**src/rtl/encode_pkg.sv**
```systemverilog
// Shared types and constants for the encode-core controller.
package encode_pkg;

  typedef enum logic [2:0] {
    ST_IDLE,
    ST_CLR,
    ST_LOAD,
    ST_START,
    ST_WAIT
  } state_e;

  localparam int MSG_BITS    = 256;
  localparam int BYTE_W      = 8;
  localparam int DEF_TIMEOUT = 512;

endpackage

```
**src/rtl/m_encode_ctrl_serializer.sv**
```systemverilog
// Byte-to-bit shifter: holds one byte and presents it LSB first, one bit per cycle.
module msg_serializer
  import encode_pkg::*;
(
  input  logic              clk,
  input  logic              reset,
  input  logic              i_clr,
  input  logic              i_load,
  input  logic [BYTE_W-1:0] i_byte,
  output logic              o_bit,
  output logic              o_full,
  output logic              o_last
);

  logic [BYTE_W-1:0] r_sh;
  logic [2:0]        r_idx;
  logic              r_full;

  // A load on the last-bit cycle replaces the byte seamlessly, giving 8 cycles per byte.
  always_ff @(posedge clk or posedge reset) begin
    if (reset) begin
      r_sh   <= '0;
      r_idx  <= '0;
      r_full <= 1'b0;
    end else if (i_clr) begin
      r_sh   <= '0;
      r_idx  <= '0;
      r_full <= 1'b0;
    end else if (i_load) begin
      r_sh   <= i_byte;
      r_idx  <= '0;
      r_full <= 1'b1;
    end else if (r_full) begin
      r_sh  <= r_sh >> 1;
      r_idx <= r_idx + 3'd1;
      if (r_idx == 3'd7) r_full <= 1'b0;
    end
  end

  assign o_bit  = r_sh[0];
  assign o_full = r_full;
  assign o_last = r_full && (r_idx == 3'd7);

endmodule

```
**src/rtl/m_encode_ctrl.sv**
```systemverilog
// Sequencer for the encode core: clear, serial message load, start, then wait
// for the compute flag to complete or time out.
module m_encode_ctrl
  import encode_pkg::*;
#(
  parameter int MSG_BYTES = MSG_BITS / BYTE_W,
  parameter int TIMEOUT   = DEF_TIMEOUT
) (
  input  logic              clk,
  input  logic              reset,
  input  logic              job_req,
  input  logic              msg_valid,
  input  logic [BYTE_W-1:0] msg_byte,
  output logic              msg_ready,
  output logic              enc_reset,
  output logic              enc_load,
  output logic              enc_m_in,
  output logic              enc_start,
  input  logic              enc_compute,
  output logic              busy,
  output logic              done,
  output logic              err
);

  localparam int            CW          = $clog2(MSG_BYTES + 1);
  localparam int            TW          = $clog2(TIMEOUT + 1);
  localparam logic [CW-1:0] LP_BYTES    = CW'(MSG_BYTES);
  localparam logic [TW-1:0] LP_TMO_LAST = TW'(TIMEOUT - 1);

  state_e        r_state, w_next;
  logic [CW-1:0] r_byte_cnt;
  logic [TW-1:0] r_wait_cnt;
  logic          r_seen, r_done, r_err;
  logic          w_start_job, w_accept, w_bytes_left, w_complete, w_tmo;
  logic          w_sh_bit, w_sh_full, w_sh_last;

  assign w_start_job  = (r_state == ST_IDLE) && job_req;
  assign w_accept     = msg_valid && msg_ready;
  assign w_bytes_left = (r_byte_cnt != LP_BYTES);
  assign w_complete   = r_seen && !enc_compute;
  assign w_tmo        = (r_wait_cnt == LP_TMO_LAST);

  msg_serializer u_ser (
    .clk    (clk),
    .reset  (reset),
    .i_clr  (w_start_job),
    .i_load (w_accept),
    .i_byte (msg_byte),
    .o_bit  (w_sh_bit),
    .o_full (w_sh_full),
    .o_last (w_sh_last)
  );

  always_ff @(posedge clk or posedge reset) begin
    if (reset) r_state <= ST_IDLE;
    else       r_state <= w_next;
  end

  always_comb begin
    w_next = r_state;
    case (r_state)
      ST_IDLE:  if (job_req) w_next = ST_CLR;
      ST_CLR:   w_next = ST_LOAD;
      ST_LOAD:  if (!w_bytes_left && w_sh_last) w_next = ST_START;
      ST_START: w_next = ST_WAIT;
      ST_WAIT:  if (w_complete || w_tmo) w_next = ST_IDLE;
      default:  w_next = ST_IDLE;
    endcase
  end

  always_comb begin
    msg_ready = 1'b0;
    enc_reset = 1'b0;
    enc_load  = 1'b0;
    enc_m_in  = 1'b0;
    enc_start = 1'b0;
    busy      = (r_state != ST_IDLE);
    done      = r_done;
    err       = r_err;
    case (r_state)
      ST_CLR:   enc_reset = 1'b1;
      ST_LOAD: begin
        msg_ready = w_bytes_left && (!w_sh_full || w_sh_last);
        enc_load  = w_sh_full;
        enc_m_in  = w_sh_full && w_sh_bit;
      end
      ST_START: enc_start = 1'b1;
      default: ;
    endcase
  end

  // done is registered so it lands on the first IDLE cycle after completion.
  always_ff @(posedge clk or posedge reset) begin
    if (reset) begin
      r_byte_cnt <= '0;
      r_wait_cnt <= '0;
      r_seen     <= 1'b0;
      r_done     <= 1'b0;
      r_err      <= 1'b0;
    end else begin
      r_done <= 1'b0;
      if (w_start_job) begin
        r_byte_cnt <= '0;
        r_err      <= 1'b0;
      end else if (w_accept) begin
        r_byte_cnt <= r_byte_cnt + CW'(1);
      end
      if (r_state == ST_WAIT) begin
        r_seen     <= r_seen | enc_compute;
        r_wait_cnt <= r_wait_cnt + TW'(1);
        if (w_complete)  r_done <= 1'b1;
        else if (w_tmo)  r_err  <= 1'b1;
      end else begin
        r_seen     <= 1'b0;
        r_wait_cnt <= '0;
      end
    end
  end

endmodule
```
**config.mk**
```make
export PLATFORM = sky130hd
export DESIGN_NAME = m_encode_ctrl
export DESIGN_NICKNAME = d
export VERILOG_FILES = /design/src/rtl/encode_pkg.sv /design/src/rtl/m_encode_ctrl_serializer.sv /design/src/rtl/m_encode_ctrl.sv
export SDC_FILE = /design/constraint.sdc
export NUM_CORES = 1
export LEC_CHECK = 0
export ABC_AREA = 1
export CAP_MARGIN = 20
export CELL_PAD_IN_SITES_DETAIL_PLACEMENT = 1
export CELL_PAD_IN_SITES_GLOBAL_PLACEMENT = 1
export CORE_MARGIN = 2
export CORE_UTILIZATION = 39
export DETAILED_ROUTE_END_ITERATION = 10
export GPL_TIMING_DRIVEN = 0
export PLACE_DENSITY_LB_ADDON = 0.08
export SYNTH_ARGS = -nofsm -noshare
export SYNTH_HDL_FRONTEND = slang
export SYNTH_SLANG_ARGS = --single-unit
```
**constraint.sdc**
```tcl
create_clock -name clk -period 4.4 [get_ports clk]
set_input_delay 0.88 -clock clk [delete_from_list [all_inputs] [get_ports clk]]
set_output_delay 0.88 -clock clk [all_outputs]
set_load 0.05 [all_outputs]
```
==> results of run 1 <==
==> power by group through the flow <==
stage | clock [W] | sequential, W | combinational (W)
2_1_floorplan | 0 | 0.000431 | 0.000385
3_3_place_gp | 0 | 0.000438 | 0.000499
4_1_cts | 0.000258 | 0.000439 | 0.000529
5_1_grt | 0.000266 | 0.000448 | 0.000585
3_5_place_dp | 0 | 0.000445 | 0.000525
6_report | 0.000244 | 0.000440 | 0.000521
==> placed cells by master, fill, tap and decap left out, types with 2 or more instances in the layout <==
cell and instances:
nor2_1 24, buf_6 2, clkdlybuf4s50_1 19, nand3_1 11, nor2_4 3, ha_1 5, nand2_1 67, clkbuf_8 6
o21ai_1 4, o21bai_1 2, nor3_1 5, a21oi_1 8, nand4_1 8, xor2_1 4, nand3_2 2, o21ai_0 5
inv_2 2, inv_1 19, dfrtp_1 34
==> tightest hold or removal path, stage by stage (launching register included) <==
cell     delay (ps)
dfrtp_1         350
nand2_1          50
nand2_1          60
==> through the flow <==
step | area (um^2) | utilization [%] | std cells | setup WS, ps | power [W]
floorplan | 1790 | - | 218 | 1980 | 0.000815
global placement | 2040 | 46.6 | 289 | 1600 | 0.000936
detailed placement | 2070 | 47.2 | 290 | 1510 | 0.000970
CTS | 2170 | 49.4 | 298 | 1180 | 0.00123
global route | 2170 | 49.4 | 298 | 1050 | 0.00130
finish | 2170 | 49.4 | 298 | 1210 | 0.00120
==> kinds of logic after synthesis <==
kind of cell,count (synthesis),synth area share (%)
buffers and inverters,26,6.51
AND/OR/NAND/NOR,126,32.6
XOR/XNOR,5,2.45
flip-flops,34,47.6
AO/OA/AOI/OAI,22,7.35
adder cells (fa/ha/maj),5,3.50
==> sequential cells by signal, summed over array words and instances, names as in the netlist <==
signal,count
r_wait_cnt,10
r_seen,1
done,1
r_state,3
u_ser.r_idx,3
err,1
u_ser.o_full,1
u_ser.r_sh,8
r_byte_cnt,6
==> cell type report <==
class / instances / area share [%]
buffer: 4 / 1.44
inverter: 22 / 3.93
multi-input combinational: 158 / 37.9
clock inverter: 2 / 0.578
sequential: 34 / 39.3
tap: 52 / 3.00
clock buffer: 6 / 3.81
timing repair buffer: 20 / 10.1
==> final timing paths <==
kind	startpoint	end	slack, ps	depth (start not counted)
max	r_byte_cnt[0]	msg_ready	1210	8
min	u_ser.r_sh[3]	u_ser.r_sh[3]	490	2
max reg2reg	r_byte_cnt[0]	u_ser.r_sh[2]	2510	10
min reg2reg	u_ser.r_sh[3]	u_ser.r_sh[3]	490	2
max in group asynchronous	reset	u_ser.r_sh[7]	2810	3
min in group asynchronous	reset	r_seen	1040	2
==> metal layers <==
| metal | GRT usage (%) | up-vias | share of wire [%] |
|---|---|---|---|
| li1 | - | 759 | - |
| met1 | 23.6 | 751 | 46 |
| met2 | 31.3 | 22 | 49 |
| met3 | 4.50 | 4 | 3.9 |
| met4 | 5.66 | 0 | 0.98 |
| met5 | 0 | - | 0 |
==> results.cfg, run 1 <==
[synthesis]
ys_top_cells_by_count = nand2_1, dfrtp_1, nor2_1
synth_edf_count = 0
yosysTopAreaCell = dfrtp_1
synth-seq-cells = 34
syn-num-nets = 236
syn_avg_cell_area_um2 = 8.20
synthArstFlopShare_pct = 100
synth_top_area_share_pct = 47.6
synth_area_um2 = 1790
synth_cell_types = 30
synth_flop_cell = dfrtp_1
synth_seq_area_share_pct = 47.6
synth_area_leaders = dfrtp_1, nand2_1, nor2_1
synth_warnings = 0
synthCells = 218
synthMostInstantiatedCell = nand2_1

[clock_tree]
cts_root_buffer = clkbuf_8
cts_buffer_depth = 2
cts_sinks = 34
cts-resized-gates = 0
path_clk_slew_ps = 70
post_cts_buffers = 0
cts_tree = yes
htree_levels = 2
insertion_delay_ps = 290
cts-buffers-inserted = 5
hold_buffers = 0

[setup_path]
worstPathRequired_ps = 3520
crit_arrival_ps = 2310
crit_buf_inv = 3
crit_chain = inv_1 -> ha_1 -> nand2_1 -> inv_1 -> nand3_2 -> nand2_1 -> nor2_1 -> clkdlybuf4s50_1
crit_path_end_kind = primary output
cp_top_family = buffers and inverters
slowest_stage = clkdlybuf4s50_1
max_stage_delay_ps = 810
cp-start-kind = register
crit_type = register to primary output
crit_path_max_fanout = 10

[layout]
drive_above_1_share_pct = 10.2
fin_nets = 263
synthToLayoutAreaGrowth_pct = 21.1
regArea_um2 = 851
multi_input_area_um2 = 821
fill_cells = 551
antenna_cells = 0

[detailed_routing]
drt_iter0_drc = 57
vias_per_cell = 5.15
antenna_left = 0
vias = 1536
wirelength_um = 4300
first_pass_iters = 4
detail_route.wl_per_cell_um = 14.4
drc = 0

[placed_design]
place.gp.congestion = 0.727
port_buffers = 19
post-dp-hpwl_um = 3230

[grt]
antenna_found_initial = 0
grt.total_usage_pct = 18.6
grt-ovfl-total = 0
grt_pass1_wl_um = 7510
first_global_vias = 1666
grt_max_degree = 19

[power]
ir_drop_mv = 0.306
combPwrFrac_pct = 43.2
p_int_w = 0.000685
seq_power_share_pct = 36.5
clock_power_share_pct = 20.2
switching_share_pct = 43.1
power.density_nw_per_um2 = 556
p_leak_nw = 1.05
power_switching_w = 0.000519

[timing]
slew_viol_final = 0
fin_crit_ps = 3190
worstMarginPinSlew_ps = 769
fmaxAchievable_mhz = 313
finalSetupViolCount = 0
skew_ps = 7.55
hold_viol = 0
grt_setup_unrepaired = false
relSlewSlack_pct = 48.6
min_period_over_period_pct = 72.6
whs_ps = 489
setup_tns_ps = 0

[floorplanning]
core_um2 = 4380
initial_core_util_pct = 40.8
rows = 24
ioPinCount = 21
die_area_um2 = 5140
die_h_um = 71.7
die_w_um = 71.7

[hold_path]
holdCritPathClass = register to register

[job]
maxCapViolCount = 0

[run_status]
status = finished clean
(Power assumes the default switching activity.)
==> run 2, diff against run 1 <==
--- a/config.mk
+++ b/config.mk
@@ -10,7 +10,7 @@
 export CELL_PAD_IN_SITES_DETAIL_PLACEMENT = 1
 export CELL_PAD_IN_SITES_GLOBAL_PLACEMENT = 1
 export CORE_MARGIN = 2
-export CORE_UTILIZATION = 39
+export CORE_UTILIZATION = 37
 export DETAILED_ROUTE_END_ITERATION = 10
 export GPL_TIMING_DRIVEN = 0
 export PLACE_DENSITY_LB_ADDON = 0.08
==> constraint.sdc (replaced) <==
create_clock -name clk -period 2.9 [get_ports clk]
set_input_delay 0.58 -clock clk [delete_from_list [all_inputs] [get_ports clk]]
set_output_delay 0.58 -clock clk [all_outputs]
set_load 0.05 [all_outputs]
==> run 2 against run 1 <==
  * Utilization shrank 3.1 points
  * Cell area increased by 0.23%
  * Clock skew fell by 4.2 ps
  * Highest routed layer unchanged
  * Sequential share of layout area down 0.090 points
  * Wire length down 6.7%
  * Register-to-register slack got worse by 1400 ps
  * Critical endpoint is now enc_start
  * Via count fell by 2.8%
  * Count of clock-buffer cells in the layout did not move
  * Cell count is 0.67% higher
  * Power increased by 50%
==> results.cfg, run 2 (synthesized netlist as in run 1, its figures left out) <==
[run_status]
status = finished clean

[clock_tree]
cts_buffer_depth = 2
cts-buffers-inserted = 5
htree_levels = 2
path_clk_slew_ps = 70
cts_sinks = 34
cts_root_buffer = clkbuf_8
hold_buffers = 0
cts_tree = yes
insertion_delay_ps = 280

[layout]
layout_common_cells = nand2_1, dfrtp_1, nor2_1, inv_1, clkdlybuf4s50_1
design_area_um2 = 2170
reg.largest.list = r_wait_cnt: 10 flops, u_ser.r_sh: 8 flops, r_byte_cnt: 6 flops
drive_above_1_share_pct = 10.2
largest-register = r_wait_cnt
largest_register_ffs = 10
antenna_cells = 0
synthToLayoutAreaGrowth_pct = 21.4
layout_commonest_cell = nand2_1
fin_nets = 263

[hold_path]
holdCritPathClass = register to register
min_from = u_ser.r_sh[3]

[power]
ir_drop_mv = 0.491
p_leak_nw = 1.06
power.density_nw_per_um2 = 831

[detailed_routing]
vias = 1493
vias_per_cell = 4.98
first_pass_iters = 4
drt_iter0_drc = 50
drc = 0
detail_route.wl_per_cell_um = 13.4
wirelength_um = 4010
antenna_left = 0

[floorplanning]
core_um2 = 4690
die_area_um2 = 5400
rows = 25
die_h_um = 73.5
initial_core_util_pct = 38.1
ioPinCount = 21
die_w_um = 73.5

[setup_path]
crit_path_max_fanout = 4
crit_type = register to primary output
worstPathRequired_ps = 2320
reg2reg_from = r_byte_cnt[0]
crit_start = r_state[0]
crit_path_end_kind = primary output
crit_arrival_ps = 1940
cp-start-kind = register

[timing]
fmaxAchievable_mhz = 397
worstMarginPinSlew_ps = 671
min_period_over_period_pct = 86.9
slew_viol_final = 0
grt_setup_unrepaired = false
hold_viol = 0
skew_ps = 3.33
finalSetupViolCount = 0
relSlewSlack_pct = 55.2
fin_crit_ps = 2520
setup_tns_ps = 0

[grt]
antenna_found_initial = 0
grt-ovfl-total = 0
grt.total_usage_pct = 17.4
grt_max_degree = 21
grt_pass1_wl_um = 7170
first_global_vias = 1582

[job]
maxCapViolCount = 0

[placed_design]
post-dp-hpwl_um = 2930
place_area_um2 = 2070
port_buffers = 19
place.gp.congestion = 0.776
run 2: cell count changes in the layout (fill, tap and decap cells not counted):
cell | previous run | this run
clkdlybuf4s50_1 | 19 | 18
dlymetal6s2s_1 | 0 | 1
run 2: layer usage:
layer  vias up  wire [um]  global-route usage, %
met5         -          0                      0
met4         0         53                   5.05
met3         5        110                   4.25
met2        21       1860                   28.7
met1       711       1980                   22.7
li1        756          -                      -
run 2: metrics by stage:
step	utilization, %	instances	power, W	setup WS (ps)	hold WS [ps]
global route	46.3	300	0.00196	288	512
CTS	46.2	300	0.00184	56.5	493
global placement	43.6	291	0.00144	383	458
detailed placement	44.2	292	0.00146	376	473
floorplan	-	218	0.00124	776	442
finish	46.3	300	0.00180	380	485
run 2: critical path: stages, from the launching register on:
cell and delay, ps:
dfrtp_1 390, inv_1 60, or2_2 310, nor2_1 100, clkdlybuf4s50_1 800
run 2: final cells by class:
class,count,area [um^2]
plain buffers,4,31.3
repair buffers,20,220
well taps,54,67.6
flip-flops and latches,34,851
clock inverters,2,12.5
inverters,22,85.1
multi-input cells,158,821
clock buffers,6,82.6
fillers,584,2520
run 2: power by group:
group / switching, W / internal [W] / total, W
Sequential: 0.0000783 / 0.000583 / 0.000662
Combinational: 0.000511 / 0.000264 / 0.000775
Clock: 0.000177 / 0.000191 / 0.000367
Total: 0.000766 / 0.00104 / 0.00180
run 2: final timing paths:
check	to	cells after the start	slack, ps
hold reg to reg	u_ser.r_sh[3]	2	480
hold / removal	u_ser.r_sh[3]	2	480
min in group asynchronous	u_ser.r_idx[2]	2	690
max in group asynchronous	u_ser.r_sh[0]	3	1680
setup / recovery	enc_start	4	380
setup reg to reg	u_ser.r_sh[5]	10	1070
run 2: timing repair:
action / 4_1_cts / 5_1_grt
resized for setup: 0 / 1
buffers inserted: 0 / 0
endpoints found under the setup margin: 0 / 1
